### src/rtl/demux_pkg.sv
// demux_pkg: shared definitions for the demux_router codebase slice.
//   WIDTH_DEF / NOUT_DEF : default beat width and channel count
//   ERR_SAT              : saturation limit of the optional bad-select counter
//   slot_state_e         : per-slot EMPTY/FULL state
//   selw_f()             : select-index width for a channel count (clog2, min 1)
package demux_pkg;

  localparam int WIDTH_DEF = 8;
  localparam int NOUT_DEF  = 2;
  localparam int ERR_SAT   = 255;

  typedef enum logic {
    EMPTY = 1'b0,
    FULL  = 1'b1
  } slot_state_e;

  function automatic int selw_f(input int n);
    return (n <= 2) ? 1 : $clog2(n);
  endfunction

endpackage

### src/rtl/demux_slot.sv
// demux_slot: one-entry output buffer for a single router channel.
//   clk, reset_n : clock, asynchronous active-low reset
//   load         : capture load_data on the next edge
//   load_data    : beat to capture
//   drain        : consumer takes the held entry this cycle
//   data, valid  : held entry and its presence flag
//
// state | meaning
// ------+--------------------------------------------
// EMPTY | no entry held, data is stale
// FULL  | entry held in data until drained/replaced
module demux_slot
  import demux_pkg::*;
#(
  parameter int WIDTH = WIDTH_DEF
) (
  input  logic             clk,
  input  logic             reset_n,
  input  logic             load,
  input  logic [WIDTH-1:0] load_data,
  input  logic             drain,
  output logic [WIDTH-1:0] data,
  output logic             valid
);

  slot_state_e state;

  always_ff @(posedge clk or negedge reset_n) begin
    if (!reset_n) begin
      state <= EMPTY;
      data  <= '0;
    end else begin
      case (state)
        EMPTY: begin
          if (load) begin
            state <= FULL;
            data  <= load_data;
          end
        end
        FULL: begin
          // A load in the drain cycle replaces the entry with no bubble.
          if (load) begin
            data <= load_data;
          end else if (drain) begin
            state <= EMPTY;
          end
        end
        default: state <= EMPTY;
      endcase
    end
  end

  assign valid = (state == FULL);

endmodule

### src/rtl/demux_router.sv
// demux_router: registered 1-to-NOUT demultiplexer with valid/ready handshake.
// Steers each accepted beat into the one-entry slot chosen by in_sel.
//   clk, reset_n          : clock, asynchronous active-low reset
//   in_data/in_sel/in_valid/in_ready : producer handshake
//   out_data  : channel i in bits [i*WIDTH +: WIDTH]
//   out_valid / out_ready : per-channel consumer handshake
//   err_count / err_pulse : bad-select counter and strobe, only when the
//                           DEMUX_SELCHK_EN macro is defined
// Out-of-range selects (NOUT not a power of two) are accepted and discarded.
module demux_router
  import demux_pkg::*;
#(
  parameter  int WIDTH = WIDTH_DEF,
  parameter  int NOUT  = NOUT_DEF,
  localparam int SELW  = selw_f(NOUT)
) (
  input  logic                  clk,
  input  logic                  reset_n,
  input  logic [WIDTH-1:0]      in_data,
  input  logic [SELW-1:0]       in_sel,
  input  logic                  in_valid,
  output logic                  in_ready,
  output logic [NOUT*WIDTH-1:0] out_data,
  output logic [NOUT-1:0]       out_valid,
  input  logic [NOUT-1:0]       out_ready
`ifdef DEMUX_SELCHK_EN
  ,
  output logic [7:0]            err_count,
  output logic                  err_pulse
`endif
);

  // Padded to every encodable select so indexing with in_sel is always legal;
  // the pad bits read as an empty, not-ready slot.
  localparam int NPAD = 1 << SELW;

  logic [NPAD-1:0] valid_pad;
  logic [NPAD-1:0] ready_pad;
  logic [31:0]     sel_ext;
  logic            in_range;
  logic            accept;
  logic [NOUT-1:0] load;
  logic [NOUT-1:0] drain;

  assign valid_pad = NPAD'(out_valid);
  assign ready_pad = NPAD'(out_ready);
  assign sel_ext   = 32'(in_sel);
  assign in_range  = (sel_ext < 32'(NOUT));

  assign in_ready = reset_n & (~in_range | ~valid_pad[in_sel] | ready_pad[in_sel]);
  assign accept   = in_valid & in_ready;

  for (genvar i = 0; i < NOUT; i++) begin : g_slot
    assign load[i]  = accept & in_range & (sel_ext == 32'(i));
    assign drain[i] = out_valid[i] & out_ready[i];

    demux_slot #(
      .WIDTH (WIDTH)
    ) u_slot (
      .clk       (clk),
      .reset_n   (reset_n),
      .load      (load[i]),
      .load_data (in_data),
      .drain     (drain[i]),
      .data      (out_data[i*WIDTH +: WIDTH]),
      .valid     (out_valid[i])
    );
  end

`ifdef DEMUX_SELCHK_EN
  logic bad_beat;
  assign bad_beat = accept & ~in_range;

  always_ff @(posedge clk or negedge reset_n) begin
    if (!reset_n) begin
      err_count <= '0;
      err_pulse <= 1'b0;
    end else begin
      err_pulse <= bad_beat;
      if (bad_beat && (err_count != 8'(ERR_SAT))) begin
        err_count <= err_count + 8'd1;
      end
    end
  end
`endif

endmodule

### config.mk
export PLATFORM = sky130hd
export DESIGN_NAME = demux_router
export DESIGN_NICKNAME = d
export VERILOG_FILES = /design/src/rtl/demux_pkg.sv /design/src/rtl/demux_slot.sv /design/src/rtl/demux_router.sv
export SDC_FILE = /design/constraint.sdc
export NUM_CORES = 1
export LEC_CHECK = 0
export ABC_CLOCK_PERIOD_IN_PS = 1470
export BUFFER_PORTS_ARGS = -buffer_cell sky130_fd_sc_hd__clkbuf_2
export CAP_MARGIN = 15
export CORE_UTILIZATION = 40
export CTS_CLUSTER_SIZE = 14
export DETAILED_ROUTE_END_ITERATION = 10
export PLACE_DENSITY = 0.7
export SYNTH_ARGS = -nofsm -noshare
export SYNTH_HDL_FRONTEND = slang
export SYNTH_SLANG_ARGS = --single-unit
### constraint.sdc
create_clock -name clk -period 1.47 [get_ports clk]
set_input_delay 0.147 -clock clk [delete_from_list [all_inputs] [get_ports clk]]
set_output_delay 0.147 -clock clk [all_outputs]
set_load 0.1 [all_outputs]
# Word level (Yosys, flattened, before mapping)
# Cells that the tools add are included.
dict set report totals {
  output_inout_bits 19
  regBits 18
}
dict set report classes {
  bitwise_logic 13
  muxes 14
  n_lt_le_gt_ge 2
  reduce_logical 1
}
# operator count
set op_table {}
lappend op_table {{$logic_not A32 Y1} 1}
lappend op_table {{$mux W8} 2}
lappend op_table {{$mux W1} 10}
lappend op_table {{$and A1 B1 Y1} 7}
lappend op_table {{$lt A1 B2 Y1 const B} 2}
lappend op_table {{$not A1 Y1} 4}
lappend op_table {{$pmux W1 S2} 2}
lappend op_table {{$or A1 B1 Y1} 2}

# Depth between registers and ports, before layout
# Gate-level depths: netlist of run 1.
dict set report depth {
  word_depth 11
  ltp_mapped 4
  ltp_nobuf 3
}

# Modules after synthesis
# Synthesis of run 1 repeated with hierarchy kept, for this count alone.
dict set report unflattened {
  cells_unflattened 51
  hier_area_um2 800.8
}
# mod seq_area_each_um2 area_per_inst_um2 cells_per_inst n_inst
set modules_own_cells {}
lappend modules_own_cells {demux_slot 225.2 369.1 20 2}
lappend modules_own_cells {demux_router 0.0 62.6 11 1}

# Worst setup path before layout of run 1
# OpenSTA, ideal clock, no wires.
dict set report synth_path {
  kind {reg2out}
  start {register g_slot[1].u_slot.state}
  end {output port in_ready}
  path_stages_with_launch 4
  arrival_ns 1.859
  slack_ns -0.536
  n_path_buf 0
  t_required_ns 1.323
  cell_sequence {dfrtp_1 > nand2b_1 > mux2i_1 > nor2b_1}
}
dict set report synth_between {
  elab_chain_len 6
}
# item line_no
set synth_rtl {}
lappend synth_rtl {{start: declaration} demux_slot.sv:26} ;# slot_state_e state;
lappend synth_rtl {{start signal: assignment} demux_slot.sv:30} ;# state <= EMPTY;
lappend synth_rtl {{start signal: assignment} demux_slot.sv:36} ;# state <= FULL;
lappend synth_rtl {{start signal: assignment} demux_slot.sv:45} ;# state <= EMPTY;
lappend synth_rtl {{$mux W1 (implied by the code) (2 in series)} demux_router.sv:50} ;# assign in_ready = reset_n & (~in_range | ~valid_pad[in_sel] | ready_pad[in_sel]);
lappend synth_rtl {{$not A1 Y1} demux_router.sv:50}
lappend synth_rtl {{$or A1 B1 Y1 (2 in series)} demux_router.sv:50}
lappend synth_rtl {{$and A1 B1 Y1} demux_router.sv:50}
lappend synth_rtl {{end: declaration} demux_router.sv:22} ;# output logic in_ready,
# No other way between the ends. The select of a mux whose other input is x is not followed.

# Worst setup path after layout of run 1
dict set report layout_path {
  start {register g_slot[0].u_slot.state}
  end {output port in_ready}
}
dict set report layout_between {
  elab_chain_len 6
}
# item line_no
set layout_rtl {}
lappend layout_rtl {{start: declaration} demux_slot.sv:26}
lappend layout_rtl {{start signal: assignment} demux_slot.sv:30}
lappend layout_rtl {{start signal: assignment} demux_slot.sv:36}
lappend layout_rtl {{start signal: assignment} demux_slot.sv:45}
lappend layout_rtl {{$mux W1 (implied by the code) (2 in series)} demux_router.sv:50}
lappend layout_rtl {{$not A1 Y1} demux_router.sv:50}
lappend layout_rtl {{$or A1 B1 Y1 (2 in series)} demux_router.sv:50}
lappend layout_rtl {{$and A1 B1 Y1} demux_router.sv:50}
# No other way between the ends. The select of a mux whose other input is x is not followed.

==> qor.txt, run 1 <==
===============================================================================================
Number of top-level pins                                                                     33
Number of sinks handled by clock tree synthesis                                              18
Count of buffers inserted at the top-level ports                                             32
Via count of the first global-routing pass                                                  494
Count of warnings emitted by yosys                                                            0
Register bit count reported by yosys                                                         18
Clock Latency Late Sink                                                                 0.28 ns
Global route total overflow                                                                   0
Leading cell type in the layout, fill and taps excluded                            sky130_fd_sc_hd__clkbuf_2
GR Util met1                                                                              20.9%
DRC violations left                                                                           0
First-pass GRT wire length                                                              2.17 mm
Critical path start-end classification                                             register to primary output
Detailed placement HPWL                                                                 1.11 mm
Result of the run                                                                  complete, no violations
Reported net switching power                                                            1.04 mW
Critical path capture point type                                                   primary output
Number of buffers created by CTS                                                              3
Final non-filler cell area                                                            1010 um^2
Last weighted congestion value of the routability-driven placer                           0.725
CTS max path bufs                                                                             2
Die W                                                                                   44.6 um
Cell count after synthesis                                                                   47
DRT iter0 DRCs                                                                                4
Net count after synthesis                                                                    61
Setup WS pre-CTS                                                                       0.122 ns
Fmax                                                                                    716 MHz
Post-layout net count                                                                       101
Effective utilization at floorplan                                                        42.4%
Die area                                                                              1990 um^2
Site Rows                                                                                    15
Gate power share                                                                          52.4%
Layout cells sized above 1                                                                69.8%
Maximum capacitance violations                                                                0
Worst rel slew slack                                                                      64.0%
Area of the core region                                                               1710 um^2
Worst-margin pin slew                                                                  0.542 ns
Global-route usage over all layers                                                        15.7%
DRT antenna net count                                                                         0
Height of the chip                                                                      44.6 um
Switching part of the total power                                                         53.1%
Layout overhead on the synthesized area                                                   40.1%
Cell at the root of the clock tree                                                 sky130_fd_sc_hd__clkbuf_4
Global route hottest layer                                                                 met2
Leakage power summed over all cells                                                    0.502 nW
Worst setup SP type                                                                    register
Design internal power                                                                    917 uW
Crit path time final                                                                    1.40 ns
Worst slack on hold paths                                                              0.107 ns
Data required, critical path                                                            1.32 ns
Number of vias in the routed layout                                                         519
Cell area after technology mapping                                                     724 um^2
Core occupancy in the finished layout                                                     59.4%
Area after detailed placement                                                          953 um^2
Number of antenna violations at the first check in global routing                             0
GRT met3 Usage                                                                            2.45%
Total wirelength of the detailed-routed design                                          1.36 mm
Max-slew violation count                                                                      0
Sequential cell fraction of total power                                                   32.8%
Average cell area after synthesis                                                     15.4 um^2
Highest-count cells in the layout ignoring fill and taps                           sky130_fd_sc_hd__clkbuf_2 (30), sky130_fd_sc_hd__dfrtp_1 (18), sky130_fd_sc_hd__mux2_2 (16)
Count of TritonRoute iterations in the first routing pass                                     2
Largest net degree at the start of global routing                                            12
Final setup violating endpoints                                                               0
Unrepaired setup endpoints after global routing                                              no
Maximum ir drop on the vdd rail                                                         1350 uV
CP Data Arrival Time                                                                    1.25 ns
Fraction of the yosys area taken by sequential cells                                      62.2%
Final clock skew                                                                    0.000463 ns
Clock input transition at the sequential cells of the worst setup and hold paths        0.10 ns
Drt via density                                                                            4.68
Class of the worst hold path                                                       primary input to register
Total negative slack                                                                       0 ns
Count of unique library cells instantiated by Yosys                                          10
Power density over the cells                                                       1930 nW/um^2
Number of filler instances in the final layout                                              159
Biggest fanout along the worst timing path                                                    3
Final worst-path setup slack                                                          0.0724 ns
Final worst path period share                                                             95.1%
Avg WL per Cell                                                                         12.3 um
Clock tree from TritonCTS                                                                   yes
Fraction of met2 tracks used by global routing                                            25.0%
Sequential cell area in the final layout                                               450 um^2
Antenna diodes                                                                                0
Combined area of the multi-input logic cells                                           265 um^2
Clock power frac                                                                          14.9%
Final count of hold timing violations                                                         0
CTS H-Tree Depth                                                                              1
===============================================================================================
## registers in the layout, indices dropped and copies added (netlist names)
signal               count
g_slot.u_slot.data      16
g_slot.u_slot.valid      2
## cells by family (layout without fill, tap and decap cells)
family	Yosys count	after routing	share of synthesized area (%)
AO/OA/AOI/OAI	1	1	0.690
buffers and inverters	3	42	3.11
AND/OR/NAND/NOR	8	8	7.77
multiplexers	17	17	26.3
flip-flops	18	18	62.2
## critical path, cell delays in order (launching register included)
cell                       delay [ns]
sky130_fd_sc_hd__dfrtp_1         0.40
sky130_fd_sc_hd__nand2b_1        0.14
sky130_fd_sc_hd__mux2i_2         0.12
sky130_fd_sc_hd__nor2b_4         0.14
sky130_fd_sc_hd__buf_12          0.18
## synthesized netlist by cell type
cell type                  count  area (um^2)
sky130_fd_sc_hd__nand2b_1      2         12.5
sky130_fd_sc_hd__buf_4         3         22.5
sky130_fd_sc_hd__nor2b_1       2         12.5
sky130_fd_sc_hd__mux2_2       16          180
sky130_fd_sc_hd__mux2i_1       1         10.0
sky130_fd_sc_hd__nand3_1       1         5.00
sky130_fd_sc_hd__nand2_1       2         7.51
sky130_fd_sc_hd__nor3b_4       1         18.8
sky130_fd_sc_hd__dfrtp_1      18          450
sky130_fd_sc_hd__o21ai_0       1         5.00
## metrics by stage
| step | cells | total power [mW] |
|---|---|---|
| global route | 111 | 2.03 |
| finish | 111 | 1.96 |
| global placement | 106 | 1.66 |
| floorplan | 47 | 1.50 |
| CTS | 112 | 1.98 |
| detailed placement | 106 | 1.68 |
## path summary, 6_finish.rpt
kind | from | end | slack (ns) | cells after the start
setup / recovery | g_slot[0].u_slot.valid$_DFF_PN0_ | in_ready | 0.07 | 4
hold / removal | in_data[2] | g_slot[0].u_slot.data[2]$_DFFE_PN0P_ | 0.11 | 2
setup reg to reg | g_slot[0].u_slot.valid$_DFF_PN0_ | g_slot[0].u_slot.data[6]$_DFFE_PN0P_ | 0.11 | 4
hold reg to reg | g_slot[0].u_slot.data[5]$_DFFE_PN0P_ | g_slot[0].u_slot.data[5]$_DFFE_PN0P_ | 0.52 | 1
max in group asynchronous | reset_n | g_slot[0].u_slot.data[7]$_DFFE_PN0P_ | 0.29 | 3
min in group asynchronous | reset_n | g_slot[0].u_slot.data[1]$_DFFE_PN0P_ | 0.33 | 2
## cell type report
type,instances,area share [%]
repair buffers,38,22.8
flip-flops and latches,18,44.4
clock buffers,4,3.58
well taps,25,3.08
multi-input cells,26,26.1
## layer usage
layer  routed length (um)  part of all wire, %  vias to the layer above
met4                   12                 0.88                        0
met5                    0                    0                        -
met2                  725                   53                       18
met1                  559                   41                      260
li1                     -                    -                      239
met3                   67                  4.9                        2
## what timing repair did
action / in CTS / in global routing
setup endpoints to repair: 0 / 14
hold endpoints to repair: 18 / 0
setup buffers: 0 / 0
hold buffers: 2 / 0
gates resized for setup: 0 / 3
## power groups by stage
stage	Clock [mW]	Combinational (mW)	Sequential (mW)
after floorplan	0	0.164	1.34
after global placement	0	1.01	0.648
after detailed placement	0	1.02	0.653
after CTS	0.306	1.03	0.643
after global routing	0.327	1.05	0.652
final	0.291	1.02	0.640
Power figures use the tool's default switching activity.
==> run 2: changes to the inputs <==
--- a/config.mk
+++ b/config.mk
@@ -8,10 +8,11 @@
 export ABC_CLOCK_PERIOD_IN_PS = 1470
 export BUFFER_PORTS_ARGS = -buffer_cell sky130_fd_sc_hd__clkbuf_2
 export CAP_MARGIN = 15
-export CORE_UTILIZATION = 40
+export CORE_MARGIN = 2
+export CORE_UTILIZATION = 44
 export CTS_CLUSTER_SIZE = 14
 export DETAILED_ROUTE_END_ITERATION = 10
-export PLACE_DENSITY = 0.7
+export PLACE_DENSITY = 0.76
 export SYNTH_ARGS = -nofsm -noshare
 export SYNTH_HDL_FRONTEND = slang
 export SYNTH_SLANG_ARGS = --single-unit
==> qor.txt, run 2 (synthesized netlist as in run 1, its figures left out) <==
===============================================================================================
Die W                                                                                   44.6 um
Total wirelength of the detailed-routed design                                          1.31 mm
Post-CTS sizing                                                                               0
Critical path buffers and inverters                                                           1
Effective utilization at floorplan                                                        47.5%
M1 wire length                                                                           561 um
Final setup violating endpoints                                                               0
Clock Latency Late Sink                                                                 0.28 ns
Total negative slack                                                                       0 ns
Detailed placement HPWL                                                                 1.07 mm
Cell chain of the critical path                                                    nand2b_1 -> mux2i_1 -> nor2b_4 -> buf_12
Worst r2r dst                                                                      g_slot[0].u_slot.data[1]$_DFFE_PN0P_
Number of vias in the routed layout                                                         499
CP Data Arrival Time                                                                    1.25 ns
Result of the run                                                                  complete, no violations
CTS H-Tree Depth                                                                              1
Post-layout net count                                                                       100
Fmax                                                                                    717 MHz
Max-slew violation count                                                                      0
DRT iter0 DRCs                                                                                2
DRC violations left                                                                           0
Number of top-level pins                                                                     33
Class of the worst hold path                                                       primary input to register
Final count of hold timing violations                                                         0
Unrepaired setup endpoints after global routing                                             yes
Number of sinks handled by clock tree synthesis                                              18
Maximum ir drop on the vdd rail                                                         1160 uV
Cell at the root of the clock tree                                                 sky130_fd_sc_hd__clkbuf_4
Layout overhead on the synthesized area                                                   35.4%
Count of buffers added by post-CTS timing repair for setup                                    0
Global-route usage over all layers                                                        15.7%
Crit path time final                                                                    1.39 ns
Largest register by flop count                                                     g_slot.u_slot.data
Capture endpoint of the worst hold path                                            g_slot[0].u_slot.data[4]$_DFFE_PN0P_
Power density over the cells                                                       1990 nW/um^2
Clock tree from TritonCTS                                                                   yes
Number of filler instances in the final layout                                              121
Total length of routed met3 wires                                                         82 um
Min-Delay Startpoint                                                                 in_data[4]
Maximum capacitance violations                                                                0
Worst rel slew slack                                                                      63.7%
Drt via density                                                                            4.94
Final worst path period share                                                             94.9%
Register-to-register path setup slack                                                   0.12 ns
Data required, critical path                                                            1.32 ns
WL met2                                                                                  668 um
Final clock skew                                                                     0.00424 ns
Via count of the first global-routing pass                                                  510
Worst slack on hold paths                                                              0.102 ns
Clock input transition at the sequential cells of the worst setup and hold paths        0.10 ns
Final worst-path setup slack                                                          0.0754 ns
Biggest fanout along the worst timing path                                                    3
Count of buffers inserted at the top-level ports                                             32
Setup WS pre-CTS                                                                       0.128 ns
Number of antenna violations at the first check in global routing                             0
Count of TritonRoute iterations in the first routing pass                                     3
Worst setup SP type                                                                    register
CTS max path bufs                                                                             2
FF-to-FF path depth                                                                           4
Global route total overflow                                                                   0
Kind of cell with the highest combined delay on the critical path                    flip-flops
Cell depth of the worst hold path                                                             2
Final non-filler cell area                                                             981 um^2
Area of the core region                                                               1520 um^2
Largest net degree at the start of global routing                                            15
First-pass GRT wire length                                                              2.22 mm
Last weighted congestion value of the routability-driven placer                           0.760
Height of the chip                                                                      44.6 um
Flip-flop count of the largest register, all copies and words added                          16
Worst-margin pin slew                                                                  0.547 ns
Antenna diodes                                                                                0
Max stage delay on crit path                                                            0.40 ns
Highest-count cells in the layout ignoring fill and taps                           sky130_fd_sc_hd__clkbuf_2 (31), sky130_fd_sc_hd__dfrtp_1 (18), sky130_fd_sc_hd__mux2_2 (16)
Number of buffers created by CTS                                                              3
Area after detailed placement                                                          935 um^2
Depth of the critical timing path with buffers and inverters included                         4
Critical path capture point type                                                   primary output
Worst r2r src                                                                      g_slot[0].u_slot.valid$_DFF_PN0_
Layout cells sized above 1                                                                68.2%
DRT antenna net count                                                                         0
Leakage power summed over all cells                                                    0.496 nW
Critical path start-end classification                                             register to primary output
Highest routed layer                                                                       met3
Critical-path cell with the highest stage delay                                    sky130_fd_sc_hd__dfrtp_1
Avg WL per Cell                                                                         13.0 um
Leading cell type in the layout, fill and taps excluded                            sky130_fd_sc_hd__clkbuf_2
Die area                                                                              1990 um^2
Site Rows                                                                                    14
===============================================================================================
[run 2: worst max-delay path by stage]
stage | slack, ns | start | to
4_1_cts | 0.05 | g_slot[0].u_slot.valid$_DFF_PN0_ | in_ready
3_5_place_dp | 0.13 | g_slot[0].u_slot.valid$_DFF_PN0_ | g_slot[0].u_slot.data[1]$_DFFE_PN0P_
6_report | 0.08 | g_slot[0].u_slot.valid$_DFF_PN0_ | in_ready
3_3_place_gp | 0.18 | reset_n | g_slot[0].u_slot.data[1]$_DFFE_PN0P_
5_1_grt | -0.008 | g_slot[0].u_slot.valid$_DFF_PN0_ | in_ready
2_1_floorplan | 0.19 | g_slot[0].u_slot.valid$_DFF_PN0_ | g_slot[0].u_slot.data[0]$_DFFE_PN0P_
[run 2: layout make-up]
type                            count  area [um^2]  area share (%)
Sequential cell                    18          450            45.9
Timing Repair Buffer               37          215            21.9
Tap cell                           16         20.0            2.04
Clock buffer                        4         36.3            3.70
Multi-Input combinational cell     26          259            26.4
[run 2: timing repair]
action | 4_1_cts | 5_1_grt
hold buffers | 1 | 0
hold endpoints to repair | 18 | 0
setup endpoints to repair | 0 | 1
[run 2: metrics by stage]
stage | std cells | utilization, % | power, mW
6_report | 101 | 64.4 | 1.95
3_3_place_gp | 96 | 61.3 | 1.66
2_1_floorplan | 47 | - | 1.50
5_1_grt | 101 | 64.4 | 2.02
3_5_place_dp | 96 | 61.3 | 1.67
4_1_cts | 101 | 64.4 | 1.97
[run 2: worst reg2reg max path, stage by stage, from the launching register on]
cell and delay (ns):
sky130_fd_sc_hd__dfrtp_1 0.40, sky130_fd_sc_hd__nand2b_1 0.12, sky130_fd_sc_hd__nor3b_4 0.18, sky130_fd_sc_hd__buf_4 0.20, sky130_fd_sc_hd__mux2_2 0.35
[run 2: routing by layer]
metal,vias up,GRT usage [%]
met5,-,0
met4,0,4.85
met3,0,3.27
met2,18,25.5
met1,241,21.1
li1,240,-
[run 2: report_power, final]
group / leakage (nW) / internal (mW) / total (mW) / switching, mW
clock: 0.0210 / 0.151 / 0.295 / 0.145
combinational: 0.260 / 0.170 / 1.02 / 0.847
sequential: 0.215 / 0.592 / 0.638 / 0.0464
total: 0.496 / 0.912 / 1.95 / 1.04
==> run 3: changes to the inputs <==
--- a/config.mk
+++ b/config.mk
@@ -13,6 +13,7 @@
 export CTS_CLUSTER_SIZE = 14
 export DETAILED_ROUTE_END_ITERATION = 10
 export PLACE_DENSITY = 0.76
+export SETUP_SLACK_MARGIN = 0.15
 export SYNTH_ARGS = -nofsm -noshare
 export SYNTH_HDL_FRONTEND = slang
 export SYNTH_SLANG_ARGS = --single-unit
==> qor.txt, run 3 (synthesized netlist as in run 1, its figures left out) <==
===============================================================================================
Total negative slack                                                                       0 ns
Kind of cell with the highest combined delay on the critical path                    flip-flops
Global route total overflow                                                                   0
Layout overhead on the synthesized area                                                   42.7%
Number of buffers created by CTS                                                              3
Number of vias in the routed layout                                                         501
Critical path start-end classification                                             register to primary output
Clock Latency Late Sink                                                                 0.28 ns
Final setup violating endpoints                                                               0
Via count of the first global-routing pass                                                  529
Critical path capture point type                                                   primary output
Min-Delay Startpoint                                                                 in_data[0]
Final worst path period share                                                             94.5%
DRT iter0 DRCs                                                                                7
Effective utilization at floorplan                                                        47.5%
Worst r2r src                                                                      g_slot[0].u_slot.valid$_DFF_PN0_
Cell chain of the critical path                                                    nand2b_1 -> mux2i_2 -> nor2b_4 -> buf_12
Largest register by flop count                                                     g_slot.u_slot.data
CTS max path bufs                                                                             2
Biggest fanout along the worst timing path                                                    3
Capture endpoint of the worst hold path                                            g_slot[0].u_slot.data[0]$_DFFE_PN0P_
Global-route usage over all layers                                                        16.6%
Count of buffers inserted at the top-level ports                                             32
Crit path time final                                                                    1.39 ns
Cell at the root of the clock tree                                                 sky130_fd_sc_hd__clkbuf_4
Number of sinks handled by clock tree synthesis                                              18
Highest-count cells in the layout ignoring fill and taps                           sky130_fd_sc_hd__clkbuf_2 (30), sky130_fd_sc_hd__dfrtp_1 (18), sky130_fd_sc_hd__mux2_4 (8), sky130_fd_sc_hd__mux2_2 (8)
Number of antenna violations at the first check in global routing                             0
Critical path buffers and inverters                                                           1
FF-to-FF path depth                                                                           4
DRC violations left                                                                           0
Count of TritonRoute iterations in the first routing pass                                     2
Clock input transition at the sequential cells of the worst setup and hold paths        0.10 ns
Gate power share                                                                          52.9%
Maximum capacitance violations                                                                0
Class of the worst hold path                                                       primary input to register
Drt via density                                                                            4.96
Largest net degree at the start of global routing                                            15
Total power                                                                             1.99 mW
Reported net switching power                                                            1.05 mW
Avg WL per Cell                                                                         13.7 um
Worst r2r dst                                                                      g_slot[0].u_slot.data[1]$_DFFE_PN0P_
Sequential cell fraction of total power                                                   32.3%
Result of the run                                                                  complete, no violations
Unrepaired setup endpoints after global routing                                             yes
Clock power frac                                                                          14.8%
Fmax                                                                                    720 MHz
Antenna diodes                                                                                0
Number of top-level pins                                                                     33
Leakage power summed over all cells                                                    0.536 nW
Final worst-path setup slack                                                          0.0809 ns
Final clock skew                                                                     0.00538 ns
Design internal power                                                                    943 uW
Worst rel slew slack                                                                      63.7%
Die W                                                                                   44.6 um
Height of the chip                                                                      44.6 um
Maximum ir drop on the vdd rail                                                         1180 uV
Layout cells sized above 1                                                                71.8%
Cell depth of the worst hold path                                                             2
Setup WS pre-CTS                                                                       0.128 ns
Worst-margin pin slew                                                                  0.547 ns
Die area                                                                              1990 um^2
Register-to-register path setup slack                                                   0.13 ns
CTS H-Tree Depth                                                                              1
Detailed placement HPWL                                                                 1.07 mm
Flip-flop count of the largest register, all copies and words added                          16
Site Rows                                                                                    14
Max stage delay on crit path                                                            0.40 ns
Area of the core region                                                               1520 um^2
First-pass GRT wire length                                                              2.36 mm
Total wirelength of the detailed-routed design                                          1.38 mm
Number of filler instances in the final layout                                              110
Clock tree from TritonCTS                                                                   yes
Worst setup SP type                                                                    register
Max-slew violation count                                                                      0
CP Data Arrival Time                                                                    1.24 ns
Post-layout net count                                                                       100
Switching part of the total power                                                         52.6%
Data required, critical path                                                            1.32 ns
Leading cell type in the layout, fill and taps excluded                            sky130_fd_sc_hd__clkbuf_2
Final count of hold timing violations                                                         0
Power density over the cells                                                       1930 nW/um^2
Count of buffers added by post-CTS timing repair for setup                                    0
Critical-path cell with the highest stage delay                                    sky130_fd_sc_hd__dfrtp_1
Last weighted congestion value of the routability-driven placer                           0.760
DRT antenna net count                                                                         0
===============================================================================================
-- run 3: cell type report --
type	instances	area (um^2)	share of cell area (%)
Timing Repair Buffer	37	219	21.2
Clock buffer	4	36.3	3.51
Multi-Input combinational cell	26	308	29.8
Sequential cell	18	450	43.6
Tap cell	16	20.0	1.94
-- run 3: how the worst max path moves through the flow --
| stage | startpoint | to | slack [ns] | depth (start not counted) |
|---|---|---|---|---|
| after CTS | g_slot[0].u_slot.valid$_DFF_PN0_ | in_ready | 0.06 | 4 |
| after global routing | g_slot[0].u_slot.valid$_DFF_PN0_ | in_ready | -0.009 | 4 |
| after detailed placement | g_slot[0].u_slot.valid$_DFF_PN0_ | g_slot[0].u_slot.data[1]$_DFFE_PN0P_ | 0.13 | 4 |
| after floorplan | g_slot[0].u_slot.valid$_DFF_PN0_ | g_slot[0].u_slot.data[0]$_DFFE_PN0P_ | 0.19 | 3 |
| after global placement | reset_n | g_slot[0].u_slot.data[1]$_DFFE_PN0P_ | 0.18 | 5 |
| final | g_slot[0].u_slot.valid$_DFF_PN0_ | in_ready | 0.08 | 4 |
-- run 3: worst register-to-register path, cell delays in order (launching register included) --
cell,delay (ns)
sky130_fd_sc_hd__dfrtp_1,0.40
sky130_fd_sc_hd__nand2b_1,0.13
sky130_fd_sc_hd__nor3b_4,0.21
sky130_fd_sc_hd__buf_6,0.19
sky130_fd_sc_hd__mux2_4,0.31
-- run 3: routing by layer --
metal,part of all wire [%],global-route usage (%)
met2,53,27.8
met1,41,22.5
met3,5.4,2.86
met4,0,3.64
met5,0,0
-- run 3: timing repair --
| action | in CTS | in global routing |
|---|---|---|
| resized for setup | 10 | 4 |
| hold endpoints to repair | 18 | 0 |
| hold buffers | 1 | 0 |
| endpoints found under the setup margin | 9 | 17 |
| pin swaps | 0 | 0 |
-- run 3: metrics by stage --
| stage | instances | hold WS [ns] | instance area, um^2 | util, % |
|---|---|---|---|---|
| finish | 101 | 0.102 | 1030 | 67.8 |
| global route | 101 | 0.0929 | 1030 | 67.8 |
| CTS | 101 | 0.0902 | 1020 | 66.8 |
| detailed placement | 96 | -0.0111 | 935 | 61.3 |
| global placement | 96 | -0.0110 | 935 | 61.3 |
| floorplan | 47 | -0.149 | 732 | - |
-- run 3: power groups by stage --
stage / clock, mW / sequential, mW / combinational, mW
global route: 0.322 / 0.657 / 1.08
global placement: 0 / 0.648 / 1.01
finish: 0.295 / 0.643 / 1.05
floorplan: 0 / 1.34 / 0.164
CTS: 0.307 / 0.643 / 1.05
detailed placement: 0 / 0.651 / 1.02
